$ cat src/rtl/res_phase_scheduler.sv
`default_nettype none
// ============================================================================
// Module   : res_phase_scheduler
// Purpose  : Runs the distance-transform phases in order and arbitrates the
//            shared result-memory port between the active engine and the host.
// Revision : 1.0 - initial release
// ============================================================================
module res_phase_scheduler #(
    parameter int NPH      = 3,
    parameter int AW       = 14,
    parameter int DW       = 8,
    parameter int HOST_MAX = 15
) (
    input  logic              clk,
    input  logic              reset,
    input  logic              start,
    output logic              busy,
    output logic              done,
    output logic [1:0]        phase,
    output logic [NPH-1:0]    ph_start,
    input  logic [NPH-1:0]    ph_done,
    input  logic [NPH-1:0]    ph_req,
    input  logic [NPH-1:0]    ph_rd,
    input  logic [NPH-1:0]    ph_wr,
    input  logic [NPH*AW-1:0] ph_addr,
    input  logic [NPH*DW-1:0] ph_do,
    output logic [NPH-1:0]    ph_gnt,
    output logic [NPH-1:0]    ph_rvalid,
    input  logic              host_req,
    input  logic              host_wr,
    input  logic [AW-1:0]     host_addr,
    input  logic [DW-1:0]     host_do,
    output logic              host_gnt,
    output logic              host_rvalid,
    output logic [DW-1:0]     rdata,
    output logic              res_rd,
    output logic              res_wr,
    output logic [AW-1:0]     res_addr,
    output logic [DW-1:0]     res_do,
    input  logic [DW-1:0]     res_di
);

    localparam int c_OW      = $clog2(NPH + 1);
    localparam int c_HOST_ID = NPH;

    typedef enum logic [1:0] {
        S_IDLE = 2'd0,
        S_RUN  = 2'd1,
        S_DONE = 2'd2
    } state_t;

    state_t              r_state, w_state_nxt;
    logic [1:0]          r_phase, w_phase_nxt;
    logic [NPH-1:0]      r_ph_start, w_ph_start_nxt;
    logic [7:0]          r_hwait;
    logic                r_tag1_vld, r_tag2_vld;
    logic [c_OW-1:0]     r_tag1_own, r_tag2_own;

    logic                w_run, w_act_req, w_force, w_host_win, w_eng_win, w_grant;
    logic                w_op_rd, w_op_wr;
    logic [AW-1:0]       w_op_addr, w_eng_addr;
    logic [DW-1:0]       w_op_do, w_eng_do;
    logic [c_OW-1:0]     w_op_own;

    // Phase sequencing; ph_start is registered so it lands on the first RUN cycle
    always_comb begin
        w_state_nxt    = r_state;
        w_phase_nxt    = r_phase;
        w_ph_start_nxt = '0;
        case (r_state)
            S_IDLE, S_DONE: begin
                if (start) begin
                    w_state_nxt    = S_RUN;
                    w_phase_nxt    = 2'd0;
                    w_ph_start_nxt = NPH'(1);
                end
            end
            S_RUN: begin
                if (ph_done[r_phase]) begin
                    if (r_phase == 2'(NPH - 1)) begin
                        w_state_nxt = S_DONE;
                        w_phase_nxt = 2'd0;
                    end else begin
                        w_phase_nxt    = r_phase + 2'd1;
                        w_ph_start_nxt = NPH'(1) << (r_phase + 2'd1);
                    end
                end
            end
            default: begin
                w_state_nxt = S_IDLE;
                w_phase_nxt = 2'd0;
            end
        endcase
    end

    assign w_run      = (r_state == S_RUN);
    assign w_act_req  = w_run && ph_req[r_phase];
    assign w_force    = host_req && (r_hwait == 8'(HOST_MAX));
    assign w_host_win = host_req && (!w_act_req || w_force);
    assign w_eng_win  = w_act_req && !w_host_win;
    assign w_grant    = w_host_win || w_eng_win;
    assign w_eng_addr = ph_addr[32'(r_phase)*AW +: AW];
    assign w_eng_do   = ph_do[32'(r_phase)*DW +: DW];

    // Write takes precedence when an engine asserts rd and wr together
    always_comb begin
        w_op_rd   = 1'b0;
        w_op_wr   = 1'b0;
        w_op_addr = w_eng_addr;
        w_op_do   = w_eng_do;
        w_op_own  = c_OW'(r_phase);
        if (w_host_win) begin
            w_op_wr   = host_wr;
            w_op_rd   = !host_wr;
            w_op_addr = host_addr;
            w_op_do   = host_do;
            w_op_own  = c_OW'(c_HOST_ID);
        end else if (w_eng_win) begin
            w_op_wr = ph_wr[r_phase];
            w_op_rd = ph_rd[r_phase] && !ph_wr[r_phase];
        end
    end

    always_ff @(posedge clk or posedge reset) begin
        if (reset) begin
            r_state    <= S_IDLE;
            r_phase    <= 2'd0;
            r_ph_start <= '0;
            r_hwait    <= 8'd0;
            res_rd     <= 1'b0;
            res_wr     <= 1'b0;
            res_addr   <= '0;
            res_do     <= '0;
            r_tag1_vld <= 1'b0;
            r_tag1_own <= '0;
            r_tag2_vld <= 1'b0;
            r_tag2_own <= '0;
        end else begin
            r_state    <= w_state_nxt;
            r_phase    <= w_phase_nxt;
            r_ph_start <= w_ph_start_nxt;
            r_hwait    <= (host_req && !w_host_win) ? r_hwait + 8'd1 : 8'd0;
            res_rd     <= w_op_rd;
            res_wr     <= w_op_wr;
            if (w_grant) begin
                res_addr <= w_op_addr;
                res_do   <= w_op_do;
            end
            // Owner tag travels alongside the read so a phase change cannot misroute it
            r_tag1_vld <= w_op_rd;
            r_tag1_own <= w_op_own;
            r_tag2_vld <= r_tag1_vld;
            r_tag2_own <= r_tag1_own;
        end
    end

    genvar k;
    generate
        for (k = 0; k < NPH; k++) begin : g_eng
            assign ph_gnt[k]    = w_eng_win && (r_phase == 2'(k)) && !reset;
            assign ph_rvalid[k] = r_tag2_vld && (r_tag2_own == c_OW'(k));
        end
    endgenerate

    assign host_gnt    = w_host_win && !reset;
    assign host_rvalid = r_tag2_vld && (r_tag2_own == c_OW'(c_HOST_ID));
    assign busy        = w_run;
    assign done        = (r_state == S_DONE);
    assign phase       = r_phase;
    assign ph_start    = r_ph_start;
    assign rdata       = res_di;

endmodule
`default_nettype wire

$ cat config.mk
export PLATFORM = sky130hd
export DESIGN_NAME = res_phase_scheduler
export DESIGN_NICKNAME = d
export VERILOG_FILES = /design/src/rtl/res_phase_scheduler.sv
export SDC_FILE = /design/constraint.sdc
export NUM_CORES = 1
export LEC_CHECK = 0
export CORE_MARGIN = 2
export CORE_UTILIZATION = 35
export CTS_CLUSTER_DIAMETER = 120
export DETAILED_ROUTE_END_ITERATION = 16
export MAX_ROUTING_LAYER = met4
export PLACE_DENSITY = 0.75
export SETUP_SLACK_MARGIN = 0.2
export SLEW_MARGIN = 10
export SYNTH_ARGS = -nofsm -noshare
export SYNTH_HDL_FRONTEND = slang
export SYNTH_SLANG_ARGS = --single-unit
export TNS_END_PERCENT = 30
$ cat constraint.sdc
create_clock -name clk -period 4.2 [get_ports clk]
set_input_delay 0.42 -clock clk [delete_from_list [all_inputs] [get_ports clk]]
set_output_delay 0.42 -clock clk [all_outputs]
set_load 0.01 [all_outputs]
**Yosys cells after proc, flatten, opt, wreduce, memory -nomap -nowiden**

Index checks and enable logic that the tools add are counted.

- Bits in registers: 44
- Input bits: 113
- Output and inout port bits: 47
- Word-level logic and storage cells: 87

- $add $sub $neg: 2
- Multipliers: 1
- $lt $le $gt $ge: 1
- Eq/ne operators: 11
- Shifts and indexed selects: 3
- Mux-type cells: 28
- Reduce and logical (&&, ||, !) cells: 30

Operators with widths:

| operator | count |
|---|---|
| $shiftx 42x7->14 | 1 |
| $shiftx 24x6->8 | 1 |
| $logic_and 1x1->1 | 17 |
| $mux 8 | 2 |
| $mux 14 | 1 |
| $mux 2 | 7 |
| $mux 1 | 9 |
| $add 8x1->8 const B | 1 |
| $bmux 1 s2 | 4 |
| $eq 2x2->1 const B | 4 |
| $eq 8x4->1 const B | 1 |
| $pmux 2 s2 | 2 |
| $eq 2x1->1 const B | 3 |
| $logic_not 2->1 | 3 |
| $mux 3 | 2 |
| $pmux 3 s2 | 1 |
| $logic_not 1->1 | 5 |
| $mul 2x3->5 const B | 1 |
| $ne 2x1->1 const B | 2 |
| $lt 2x3->1 const B | 1 |
| $reduce_and 3->1 | 1 |
| $shl 1x2->3 const A | 1 |
| $add 2x1->2 const B | 1 |
| $logic_or 1x1->1 | 2 |
| other kinds (3) | 3 |

**Logic depth before layout (Yosys ltp)**

Gate-level depths: netlist (run 1).

- Depth in word-level cells: 10
- Depth in mapped cells: 7
- Mapped depth without buffers: 5

**Least setup slack after synthesis (run 1)**

No wires, ideal clock.

- Path type: input to output
- From: input port reset
- To: output port ph_gnt[0]
- Arrival: 1.711 ns
- Data required time: 3.780 ns
- Slack: 2.069 ns
- Stages: 2
- Path buffers: 0
- Path through: inv_1 > and3_1

- Longest elaborated chain between the ends: 2

RTL lines:

| element | RTL line | text |
|---|---|---|
| start: declaration | 15 | `input logic reset,` |
| $logic_not 1->1 | 160 | `assign ph_gnt[k] = w_eng_win && (r_phase == 2'(k)) && !reset;` |
| $logic_and 1x1->1 | 160 |  |
| end: declaration | 27 | `output logic [NPH-1:0] ph_gnt,` |

No other way between the ends.

**Worst setup path after layout (run 1)**

- From: register r_hwait[0]
- To: output port ph_gnt[1]

- Longest elaborated chain between the ends: 8

RTL lines:

| element | RTL line | text |
|---|---|---|
| start: declaration | 55 | `logic [7:0] r_hwait;` |
| start signal: assignment | 142 | `r_hwait <= (host_req && !w_host_win) ? r_hwait + 8'd1 : 8'd0;` |
| $eq 8x4->1 | 98 | `assign w_force = host_req && (r_hwait == 8'(HOST_MAX));` |
| $logic_and 1x1->1 | 98 |  |
| $logic_or 1x1->1 | 99 | `assign w_host_win = host_req && (!w_act_req \|\| w_force);` |
| $logic_and 1x1->1 | 99 |  |
| $logic_not 1->1 | 100 | `assign w_eng_win = w_act_req && !w_host_win;` |
| $logic_and 1x1->1 | 100 |  |
| $logic_and 1x1->1 (2 in a row) | 160 |  |

No other way between the ends.

==> impl_metrics.env, run 1 <==
export IMPL_tightest_slew_ps=831
export IMPL_period_share=0.807
export IMPL_syn_nets=397
export IMPL_gp_congestion=0.795
export IMPL_end_kind="primary output"
export IMPL_ys_ff_latch=44
export IMPL_clockPowerShare=0.120
export IMPL_final_hold_viol_count=0
export IMPL_hpwl_um=6070
export IMPL_finalSetupTns_ps=0
export IMPL_ctsRootBufferMaster="clkbuf_8"
export IMPL_power_total_mw=2.27
export IMPL_crit_required_ps=3780
export IMPL_wl_per_cell_um=15.9
export IMPL_port_buffers=143
export IMPL_share_comb_of_total_power=0.574
export IMPL_path_depth=6
export IMPL_drc=0
export IMPL_ys_seq_area_frac=0.401
export IMPL_avgSynthCellArea_um2=9.70
export IMPL_ff2ff_path_depth=6
export IMPL_dieArea_um2=8570
export IMPL_cts_sinks=44
export IMPL_swShare=0.388
export IMPL_max_freq_mhz=295
export IMPL_async_reset_ff_frac=1.00
export IMPL_slowest_stage="clkdlybuf4s50_1"
export IMPL_cts_resized=0
export IMPL_insertion_delay_ps=290
export IMPL_maxCapViolCount=0
export IMPL_core_area_um2=7650
export IMPL_intPower_mw=1.39
export IMPL_path_buf_inv=1
export IMPL_drt_pre_antenna_iters=4
export IMPL_status="finished clean"
export IMPL_synth_edf_count=0
export IMPL_path_class="flip-flop to primary output"
export IMPL_final_layout_size_suffix_gt1_frac=0.0860
export IMPL_placed_cells=501
export IMPL_maxSlewViolCount=0
export IMPL_cts_buffer_depth=2
export IMPL_drt_initial_drc_count=96
export IMPL_irDropWorstVdd_uv=254
export IMPL_gr_usage_all_layers=0.196
export IMPL_ys_types=37
export IMPL_antenna_found_initial=0
export IMPL_crit_family="simple AND/OR/NAND/NOR gates"
export IMPL_final_cells=509
export IMPL_synth_main_ff_cell="dfrtp_1"
export IMPL_fin_crit_ps=3390
export IMPL_setup_viol=0
export IMPL_fin_ws_ps=810
export IMPL_crit_chain="ha_1 > and3_1 > nand3_2 > nand3_1 > nor4b_1 > clkdlybuf4s50_1"
export IMPL_via_count=2674
export IMPL_area_growth_pct=55.7
export IMPL_final_area_um2=4270
export IMPL_grt_start_max_net_pins=34
export IMPL_cp_start_kind="flip-flop"
export IMPL_worstPathMaxFanout=24
export IMPL_hold_ws_ps=352
export IMPL_powerDensity_nw_per_um2=532
export IMPL_p_switching_mw=0.882
export IMPL_grt_pass1_wl_um=13000
export IMPL_h_tree_depth=2
export IMPL_seqPwrFrac=0.306
export IMPL_initial_core_util=0.359
export IMPL_arrival_ps=2970
export IMPL_cts_buffers=5
export IMPL_vias_per_cell=5.25
export IMPL_path_clk_slew_ps=80
export IMPL_overflow=0
export IMPL_hold_depth=0
export IMPL_antennaDiodeCount=0
export IMPL_grt_pass1_vias=2612
export IMPL_ant_nets=0
export IMPL_cp_slowest_stage_delay_ps=600
export IMPL_yosys_warnings=0
export IMPL_cts_hold_fix_buffers=0
export IMPL_cts_setup_buffers=0
export IMPL_postRouteWirelength_um=8080
export IMPL_die_w_um=92.6
export IMPL_hold_path_class="flip-flop to flip-flop"
export IMPL_relSlewSlack=0.445
export IMPL_final_nets=520
export IMPL_p_leak_nw=1.77
export IMPL_grt_setup_unrepaired="false"
export IMPL_utilization=0.559
export IMPL_syn_area_um2=2750
export IMPL_die_h_um=92.6
export IMPL_rows=32
export IMPL_tritoncts="built"
export IMPL_filler_cell_count=656
export IMPL_io_pins=160
export IMPL_fin_skew_ps=6.50
export IMPL_dpl_cell_area_um2=4180
export IMPL_dpl_worst_slack_ps=921
export IMPL_synthCells=283
[state kept, by name, indices dropped and copies added (netlist names)]
name / count
r_hwait: 8
phase: 2
res_do: 8
r_state: 2
r_tag2_vld: 1
r_tag1_own: 2
res_addr: 14
res_wr: 1
ph_start: 3
r_tag1_vld: 1
r_tag2_own: 2
[cells in the final DEF (no fill, tap or decap), drive strengths merged]
cell type and instances:
and2 2, a22o 2, nor2b 3, clkbuf 8
and3 8, nor3b 1, nand2 23, dfrtp 44
mux2i 28, xnor2 2, a21oi 14, inv 16
a21o 4, nor3 8, and4b 1, a31oi 9
clkdlybuf4s50 143, nor4b 1, and2b 1, a221oi 13
a221o 9, nor2 17, ha 1, a32o 1
nand2b 3, o21ai 12, buf 9, nand4 1
nand3 3, xor2 4, and3b 1, a2bb2oi 1
nor4 1, a311oi 13
[area by class of cell]
cell class / count / area [um2] / share of cell area
tap: 102 / 128 / 0.0299
multi-input combinational: 187 / 1400 / 0.326
clock buffer: 8 / 90.1 / 0.0211
timing repair buffer: 152 / 1500 / 0.351
inverter: 16 / 60.1 / 0.0141
sequential: 44 / 1100 / 0.258
[worst reg2reg max path, cell delays in order, from the launching register on]
cell and delay [ps]:
dfrtp_1 380, ha_1 180, and3_1 250, nand3_2 420, and3_1 480, buf_4 230
a221o_1 300
[path summary, 6_finish.rpt]
kind | startpoint | endpoint | slack, ps
max | r_hwait[0] | ph_gnt[1] | 810
min in group asynchronous | reset | res_addr[7] | 500
min | r_tag1_own[0] | r_tag2_own[0] | 350
max reg2reg | r_hwait[0] | res_addr[2] | 1860
max in group asynchronous | reset | phase[0] | 2980
min reg2reg | r_tag1_own[0] | r_tag2_own[0] | 350
[power by group through the flow]
stage          Sequential (mW)  Clock, mW  Combinational [mW]
2_1_floorplan            0.734          0               0.739
3_3_place_gp             0.699          0                1.29
3_5_place_dp             0.701          0                1.32
4_1_cts                  0.697      0.281                1.32
5_1_grt                  0.718      0.301                1.42
6_report                 0.695      0.274                1.30
[Yosys cell counts, types with 9 or more instances]
cell / count / area (um2)
a221o_1: 9 / 90.1
nor2_1: 17 / 63.8
o21ai_0: 12 / 60.1
buf_4: 9 / 67.6
a31oi_1: 9 / 56.3
clkbuf_1: 15 / 56.3
dfrtp_1: 44 / 1100
buf_2: 9 / 45.0
a311oi_1: 13 / 114
a221oi_2: 13 / 195
inv_1: 16 / 60.1
nand2_1: 23 / 86.3
mux2i_1: 27 / 270
a21oi_1: 14 / 70.1
[logic make-up after synthesis]
kind of cell    after synthesis  share of synthesized area
compound gates               78                      0.237
xor+xnor                      6                     0.0191
fa+ha+maj                     1                    0.00456
buf+inv                      52                     0.0957
flops                        44                      0.401
mux                          28                      0.107
simple gates                 74                      0.135
[layer usage]
metal / share of wire / routed length, um / track usage
met1: 0.42 / 3430 / 0.242
met4: 0.011 / 85 / 0.0460
met2: 0.49 / 3990 / 0.327
met5: 0 / 0 / -
met3: 0.071 / 574 / 0.0488
(Power assumes the default switching activity.)
==> run 2: changes to the inputs <==
- clock period: 4.2 -> 3.32 ns (I/O delays scaled with it)
==> run 2 against run 1 <==
Compared with the run above:
- clock skew rose by 0.93 ps
- cell count rose by 0.39%
- non-clock buffer count rose by 2
- final area rose by 0.41%
- hold slack got worse by 14 ps
- total power rose by 27%
- global-route usage fell by 0.19 points
- critical path depth fell by 1
- setup slack got worse by 290 ps
- combinational power rose by 28%
- register-to-register slack got worse by 800 ps
- largest power group unchanged
==> impl_metrics.env, run 2 (synthesis results as in run 1) <==
export IMPL_status="finished clean"
export IMPL_grt_pass1_wl_um=12800
export IMPL_drt_initial_drc_count=59
export IMPL_initial_core_util=0.359
export IMPL_antennaDiodeCount=0
export IMPL_die_h_um=92.6
export IMPL_tightest_slew_ps=838
export IMPL_reg2reg_slack_ps=1060
export IMPL_grt_setup_unrepaired="false"
export IMPL_finalSetupTns_ps=0
export IMPL_wl_per_cell_um=16.1
export IMPL_setup_viol=0
export IMPL_cts_resized=0
export IMPL_final_common_cell="clkdlybuf4s50_1"
export IMPL_maxSlewViolCount=0
export IMPL_io_pins=160
export IMPL_cts_setup_buffers=0
export IMPL_insertion_delay_ps=290
export IMPL_fin_ws_ps=516
export IMPL_final_hold_viol_count=0
export IMPL_cts_buffers=5
export IMPL_overflow=0
export IMPL_period_share=0.845
export IMPL_irDropWorstVdd_uv=316
export IMPL_cts_buffer_depth=2
export IMPL_gp_congestion=0.744
export IMPL_p_leak_nw=1.79
export IMPL_maxCapViolCount=0
export IMPL_powerDensity_nw_per_um2=672
export IMPL_hold_path_class="input pin to asynchronous set/reset pin"
export IMPL_grt_start_max_net_pins=36
export IMPL_final_layout_size_suffix_gt1_frac=0.0954
export IMPL_worstReg2RegStart="phase[0]"
export IMPL_antenna_found_initial=0
export IMPL_tritoncts="built"
export IMPL_die_w_um=92.6
export IMPL_dieArea_um2=8570
export IMPL_hpwl_um=6010
export IMPL_ff2ff_path_depth=5
export IMPL_worstPathMaxFanout=16
export IMPL_end_kind="primary output"
export IMPL_final_cell_mix="clkdlybuf4s50_1 (143), dfrtp_1 (43), mux2i_1 (27)"
export IMPL_power_total_mw=2.88
export IMPL_grt_pass1_vias=2604
export IMPL_rows=32
export IMPL_relSlewSlack=0.440
export IMPL_max_freq_mhz=357
export IMPL_via_count=2618
export IMPL_path_class="flip-flop to primary output"
export IMPL_core_area_um2=7650
export IMPL_crit_required_ps=2990
export IMPL_vias_per_cell=5.12
export IMPL_ctsRootBufferMaster="clkbuf_8"
export IMPL_final_nets=522
export IMPL_largest_reg_flops=14
export IMPL_arrival_ps=2470
export IMPL_fin_skew_ps=7.43
export IMPL_regMostFlops="res_addr"
export IMPL_timing_rr_end="res_do[0]"
export IMPL_postRouteWirelength_um=8210
export IMPL_gr_usage_all_layers=0.194
export IMPL_area_growth_pct=56.3
export IMPL_top_regs="res_addr: 14 flops, r_hwait: 8 flops, res_do: 8 flops"
export IMPL_drc=0
export IMPL_cts_sinks=44
export IMPL_ant_nets=0
export IMPL_fin_crit_ps=2800
export IMPL_port_buffers=143
export IMPL_dpl_worst_slack_ps=781
export IMPL_cp_start_kind="flip-flop"
export IMPL_cts_hold_fix_buffers=0
export IMPL_path_clk_slew_ps=80
export IMPL_drt_pre_antenna_iters=4
export IMPL_h_tree_depth=2
run 2: cell count changes in the layout (fill, tap and decap cells not counted):
cell,delta
clkbuf_1,-2
buf_4,+2
clkinv_2,+2
run 2: stage by stage:
| step | utilization | hold slack (ps) | cell area, um2 | std cells |
|---|---|---|---|---|
| 5_1_grt | 0.561 | 358 | 4290 | 511 |
| 3_5_place_dp | 0.549 | 336 | 4200 | 503 |
| 6_report | 0.561 | 338 | 4290 | 511 |
| 4_1_cts | 0.561 | 335 | 4290 | 511 |
| 2_1_floorplan | - | 331 | 2750 | 283 |
| 3_3_place_gp | 0.549 | 334 | 4200 | 503 |
run 2: worst max-delay path by stage:
stage | start | end | depth (start not counted)
3_5_place_dp | ph_req[1] | ph_gnt[1] | 7
4_1_cts | r_state[1] | ph_gnt[1] | 5
2_1_floorplan | phase[0] | host_gnt | 7
6_report | r_state[1] | ph_gnt[1] | 5
5_1_grt | r_state[1] | ph_gnt[1] | 5
3_3_place_gp | ph_req[1] | ph_gnt[1] | 7
run 2: area by class of cell:
type                            instances  area [um2]
Clock inverter                          2        10.0
Timing Repair Buffer                  154        1510
Tap cell                              102         128
Clock buffer                            6        82.6
Multi-Input combinational cell        187        1400
Inverter                               16        60.1
Sequential cell                        44        1100
Fill cell                             697        3360
run 2: where the power goes:
group,internal [mW],total [mW],switching (mW)
Clock,0.166,0.345,0.178
Sequential,0.742,0.880,0.138
Combinational,0.849,1.66,0.808
run 2: layer usage:
layer	GRT usage	up-vias	part of all wire
li1	-	1274	-
met5	-	-	0
met2	0.335	96	0.51
met1	0.229	1238	0.42
met4	0.0485	0	0.012
met3	0.0480	10	0.064
run 2: critical path, cell delays in order, from the launching register on:
cell	delay (ps)
dfrtp_1	390
and2b_1	590
nand3_1	140
buf_4	220
nor4b_1	240
clkdlybuf4s50_1	590
